==> src/rtl/debug_rd_arbiter.sv <==
// rtl/debug_rd_arbiter.sv - round-robin burst scheduler sharing one 32-bit host pipe-out across debug FIFOs
// Each grant delivers a header word followed by BEATS data words from one channel.
module debug_rd_arbiter #(
  parameter int          NCH      = 4,
  parameter int          BEATS    = 8,
  parameter logic [31:0] PAD_WORD = 32'hFFFF_FFFF
) (
  input  logic              rd_clk,
  input  logic              rstn,
  input  logic              enable,
  input  logic [NCH-1:0]    ch_empty,
  input  logic [NCH*32-1:0] ch_dout,
  input  logic [NCH-1:0]    ch_prog_full,
  output logic [NCH-1:0]    ch_rd_en,
  input  logic              host_rd_en,
  output logic [31:0]       host_dout,
  output logic              host_dout_vld,
  output logic              data_avail,
  output logic              any_prog_full,
  output logic              busy,
  output logic [3:0]        grant_id,
  output logic              underrun,
  input  logic              clr_err
);

  localparam int            CW        = (NCH > 1) ? $clog2(NCH) : 1;
  localparam int            BW        = (BEATS > 1) ? $clog2(BEATS) : 1;
  localparam logic [BW-1:0] LAST_BEAT = BW'(BEATS - 1);
  localparam logic [3:0]    LAST_CH   = 4'(NCH - 1);

  typedef enum logic [1:0] {S_IDLE, S_HDR, S_DATA} state_t;

  state_t        state_q;
  logic [BW-1:0] beat_cnt_q;
  logic [3:0]    grant_q;     // doubles as last_grant: both always hold the same value
  logic [15:0]   seq_q [NCH];
  logic          underrun_q;
  logic          data_avail_q;
  logic          any_pf_q;

  logic          sel_found_d;
  logic [3:0]    sel_id_d;
  logic [CW-1:0] gidx;
  logic          g_empty;
  logic [31:0]   g_dout;

  function automatic logic [CW-1:0] rr_idx(input logic [3:0] base, input int k);
    return CW'((int'(base) + k) % NCH);
  endfunction

  assign gidx    = grant_q[CW-1:0];
  assign g_empty = ch_empty[gidx];
  assign g_dout  = ch_dout[32*int'(gidx) +: 32];

  // Scan from farthest to nearest so the nearest non-empty channel after last_grant wins.
  always_comb begin
    sel_found_d = 1'b0;
    sel_id_d    = grant_q;
    for (int k = NCH; k >= 1; k--) begin
      if (!ch_empty[rr_idx(grant_q, k)]) begin
        sel_found_d = 1'b1;
        sel_id_d    = 4'(rr_idx(grant_q, k));
      end
    end
  end

  always_comb begin
    host_dout     = PAD_WORD;
    host_dout_vld = 1'b0;
    ch_rd_en      = '0;
    case (state_q)
      S_HDR: begin
        host_dout     = {8'hA5, grant_q, 4'h0, seq_q[gidx]};
        host_dout_vld = 1'b1;
      end
      S_DATA: begin
        if (!g_empty) begin
          host_dout      = g_dout;
          host_dout_vld  = 1'b1;
          ch_rd_en[gidx] = host_rd_en;
        end
      end
      default: ;
    endcase
  end

  always_ff @(posedge rd_clk or negedge rstn) begin
    if (!rstn) begin
      state_q      <= S_IDLE;
      beat_cnt_q   <= '0;
      grant_q      <= LAST_CH;
      underrun_q   <= 1'b0;
      data_avail_q <= 1'b0;
      any_pf_q     <= 1'b0;
      for (int i = 0; i < NCH; i++) seq_q[i] <= '0;
    end else begin
      data_avail_q <= |(~ch_empty);
      any_pf_q     <= |ch_prog_full;
      if (clr_err) underrun_q <= 1'b0;
      case (state_q)
        S_IDLE: begin
          if (enable && sel_found_d) begin
            grant_q <= sel_id_d;
            state_q <= S_HDR;
          end
        end
        S_HDR: begin
          if (host_rd_en) begin
            beat_cnt_q <= '0;
            state_q    <= S_DATA;
          end
        end
        S_DATA: begin
          if (host_rd_en) begin
            // An empty beat is still consumed so the burst length stays fixed.
            if (g_empty) underrun_q <= 1'b1;
            if (beat_cnt_q == LAST_BEAT) begin
              seq_q[gidx] <= seq_q[gidx] + 16'd1;
              beat_cnt_q  <= '0;
              state_q     <= S_IDLE;
            end else begin
              beat_cnt_q <= beat_cnt_q + 1'b1;
            end
          end
        end
        default: state_q <= S_IDLE;
      endcase
    end
  end

  assign data_avail    = data_avail_q;
  assign any_prog_full = any_pf_q;
  assign busy          = (state_q != S_IDLE);
  assign grant_id      = grant_q;
  assign underrun      = underrun_q;

endmodule

==> config.mk <==
export PLATFORM = sky130hd
export DESIGN_NAME = debug_rd_arbiter
export DESIGN_NICKNAME = d
export VERILOG_FILES = /design/src/rtl/debug_rd_arbiter.sv
export SDC_FILE = /design/constraint.sdc
export NUM_CORES = 1
export LEC_CHECK = 0
export CAP_MARGIN = 15
export CORE_MARGIN = 4
export CORE_UTILIZATION = 45
export DETAILED_ROUTE_END_ITERATION = 10
export PLACE_DENSITY = 0.81
export SLEW_MARGIN = 25
export SYNTH_ARGS = -nofsm -noshare
export SYNTH_HDL_FRONTEND = slang
export SYNTH_SLANG_ARGS = --single-unit
==> constraint.sdc <==
create_clock -name rd_clk -period 3.4 [get_ports rd_clk]
set_input_delay 0.51 -clock rd_clk [delete_from_list [all_inputs] [get_ports rd_clk]]
set_output_delay 0.51 -clock rd_clk [all_outputs]
set_load 0.01 [all_outputs]
==> impl_metrics.env <==
export IMPL_power_frac_comb=0.634
export IMPL_worst_setup_startpoint="grant_id[0]$_DFFE_PN1P_"
export IMPL_worst_ep_arrival_time_ns=2.78
export IMPL_yosys_reg_bits=74
export IMPL_synth_enable_flop_cells=0
export IMPL_wl_per_cell_um=22.43
export IMPL_critical_path_cell_chain="mux4_2 > nand2b_1 > a21boi_0 > clkdlybuf4s50_1"
export IMPL_netlist_instances=477
export IMPL_die_y_um=113.1
export IMPL_gpl_final_weighted_congestion=0.9662
export IMPL_synth_flop_cell="dfrtp_1"
export IMPL_clock_skew_ns=0.009917
export IMPL_core_occupancy_in_the_finished_layout=0.6671
export IMPL_crit_required_ns=2.89
export IMPL_layout_drive_gt1_share=0.1498
export IMPL_finalInstanceArea_um2=7232
export IMPL_p_leak_nw=2.868
export IMPL_core_area_um2=10840
export IMPL_p_seq_frac=0.218
export IMPL_io_pins=186
export IMPL_finalHoldViolations=0
export IMPL_p_sw_mw=1.756
export IMPL_clkLatencyLatePin_ns=0.35
export IMPL_crit_path_max_fanout=11
export IMPL_final_setup_worst_slack_ns=0.1126
export IMPL_yosys_cell_types=43
export IMPL_yosys_area_top_type_share=0.3625
export IMPL_finalWorstPathRequiredPeriod_ns=3.287
export IMPL_dp_worst_setup_slack_ns=0.2405
export IMPL_ant_nets=0
export IMPL_final_period_utilization=0.9669
export IMPL_clk_transition_reported_paths_ns=0.08
export IMPL_synth_top_cells_by_area="dfrtp_1 (36%), mux4_2 (20%), o21ai_0 (7.7%)"
export IMPL_synth_seq_area_share=0.3731
export IMPL_syn_mean_instance_area_um2=10.42
export IMPL_grt_total_usage=0.2857
export IMPL_cts_sinks=74
export IMPL_num_fill_cells=851
export IMPL_p_sw_frac=0.3817
export IMPL_worst_slew_pin_slew_ns=0.8432
export IMPL_portBuffers=183
export IMPL_synth_largest_area_cell="dfrtp_1"
export IMPL_cap_violations=0
export IMPL_route_final_wire_length_um=18080
export IMPL_drt_pass1_iterations=5
export IMPL_worstSetupPathType="flip-flop to output pin"
export IMPL_fmax_ghz=0.3042
export IMPL_antenna_found_initial=6
export IMPL_yosysWarnings=0
export IMPL_grt_start_max_net_pins=39
export IMPL_dr_total_vias=4674
export IMPL_global_route_wire_length_before_repair_um=27910
export IMPL_rrSetupSlack_ns=0.55
export IMPL_clock_tree_root_cell="clkbuf_8"
export IMPL_holdCritPathClass="input pin to async pin"
export IMPL_synthesis_area_um2=4970
export IMPL_critPathLaunchType="flip-flop"
export IMPL_timing_critical_path_slowest_cell_delay_ns=0.70
export IMPL_post_dp_hpwl_um=14200
export IMPL_endpoint_of_the_most_critical_register_to_register_path="seq_q[12]$_DFFE_PN0P_"
export IMPL_total_internal_power_mw=2.845
export IMPL_fin_max_slew_vios=0
export IMPL_initial_utilization=0.4584
export IMPL_outcome="complete, no violations"
export IMPL_critical_path_endpoint_type="output pin"
export IMPL_drt_initial_drc_count=476
export IMPL_route_detailed_drc=0
export IMPL_average_vias_per_placed_instance=5.799
export IMPL_die_area_um2=12790
export IMPL_number_of_buffers_created_by_cts=9
export IMPL_max_transition_margin=0.4379
export IMPL_ff2ff_path_depth=7
export IMPL_finish_net_count=809
export IMPL_ir_drop_mv=0.6233
export IMPL_crit_path_end="host_dout_vld"
export IMPL_unrepaired_setup_endpoints_after_global_routing="no"
export IMPL_setup_total_negative_slack_ns=0
export IMPL_placement_cell_area_um2=6979
export IMPL_area_growth_synth_to_final_pct=45.52
export IMPL_std_cell_rows=38
export IMPL_critical_path_reg2reg_startpoint="grant_id[0]$_DFFE_PN1P_"
export IMPL_power_per_cell_area_nw_per_um2=636.2
export IMPL_async_reset_ff_frac=1.000
export IMPL_post_synth_top_count_cell="nand2_1"
export IMPL_grt_pass1_vias=4888
export IMPL_grt_overflow_total=0
export IMPL_htree_num_levels=3
export IMPL_cts_hold_buffers=0
export IMPL_synth_top_cells_by_count="nand2_1 (96), o21ai_0 (76), dfrtp_1 (72), mux4_2 (45), clkbuf_1 (22)"
export IMPL_clock_power_share=0.147
export IMPL_die_width_um=113.1
export IMPL_cts_path_max_buffers=2
export IMPL_clock_tree_from_tritoncts="built"
export IMPL_setup_viol_count_final=0
export IMPL_cpMaxStageDelayCell="dfstp_4"
[power by group through the flow]
stage | logic (mW) | clock network (mW) | registers, mW
2_1_floorplan | 1.54 | 0 | 0.988
3_3_place_gp | 2.82 | 0 | 1.04
3_5_place_dp | 2.85 | 0 | 1.04
4_1_cts | 2.86 | 0.690 | 1.02
5_1_grt | 3.10 | 0.726 | 1.01
6_report | 2.92 | 0.678 | 1.00
[layout by cell type, fill, tap and decap left out, types with 2 or more instances in the layout]
cell and count:
clkdlybuf4s50_1 181, nand2_1 96, o21ai_0 76, dfrtp_1 72
mux4_2 46, nand3_1 19, buf_4 16, inv_1 13
nor2_1 12, ha_1 12, o21a_1 11, xnor2_1 11
clkbuf_8 9, o21ai_1 8, mux2_2 7, mux2i_1 6
diode_2 5, o211ai_1 5, and2_1 4, nor4_2 4
nor3_1 4, mux4_1 3, nor2b_1 2, nand2b_1 2
and3_1 2, nand4_4 2, nand4_1 2, xor2_1 2
a21oi_1 2, a221o_1 2, a32o_1 2, a211oi_1 2
conb_1 2, clkinv_4 2, clkinv_2 2, buf_12 2
[repair_timing]
item / in CTS / in global routing
pin swaps: 0 / 0
resized for setup: 3 / 1
endpoints found under the setup margin: 2 / 5
cloned: 0 / 1
setup buffers: 0 / 2
[metrics by stage]
step           power [mW]  cells  hold slack (ns)
2_1_floorplan       2.527    478           0.2144
3_3_place_gp        3.862    782           0.4541
3_5_place_dp        3.888    782           0.4574
4_1_cts             4.572    798           0.2862
5_1_grt             4.834    806           0.3279
6_report            4.601    806           0.2623
[layout make-up]
type                       instances  area [um^2]  area share
inverter                          13        48.80    0.006747
tap                              140        175.2     0.02422
multi-input combinational        354         2894      0.4002
clock buffer                      10        127.6     0.01765
sequential                        74         1858      0.2569
clock inverter                     6        66.31    0.009170
antenna                            5        12.51    0.001730
timing repair buffer             204         2049      0.2834
[cells by family after synthesis]
kind of cell	count (synthesis)	share of synthesized area
simple gates	151	0.1443
compound gates	114	0.1312
flops	74	0.3731
mux	62	0.2530
buf+inv	50	0.04456
xor+xnor	13	0.02291
fa+ha+maj	12	0.03021
other cells	1	0.0007546
[metal layers]
layer | global-route usage | share of wire | routed length [um] | vias to the layer above
met5 | 0 | 0.0011 | 20 | -
met4 | 0.1074 | 0.028 | 505 | 2
met3 | 0.06845 | 0.075 | 1348 | 35
met2 | 0.4921 | 0.51 | 9260 | 214
met1 | 0.3488 | 0.38 | 6942 | 2314
li1 | - | - | - | 2109
[registers in the layout (all words and copies together) (netlist names)]
signal         count
any_prog_full      1
seq_q             64
data_avail         1
grant_id           2
beat_cnt_q         3
underrun           1
state_q            2
[critical path, delay by kind of cell, from the launching register on]
family                 cells  cell delay, ns
muxes                      1            0.52
buffers and inverters      1            0.58
and+or+nand+nor            1            0.34
DFF                        1            0.70
AOI/OAI and AO/OA          1            0.29
[worst min path at each step]
| stage | from | to | slack [ns] | depth (start not counted) |
|---|---|---|---|---|
| finish | rstn | seq_q[3]$_DFFE_PN0P_ | 0.26 | 1 |
| CTS | rstn | seq_q[3]$_DFFE_PN0P_ | 0.29 | 1 |
| global route | rstn | seq_q[3]$_DFFE_PN0P_ | 0.33 | 1 |
| floorplan | rstn | any_prog_full$_DFF_PN0_ | 0.21 | 0 |
| global placement | seq_q[6]$_DFFE_PN0P_ | seq_q[6]$_DFFE_PN0P_ | 0.45 | 2 |
| detailed placement | seq_q[30]$_DFFE_PN0P_ | seq_q[30]$_DFFE_PN0P_ | 0.46 | 2 |
Power figures use the tool's default switching activity.
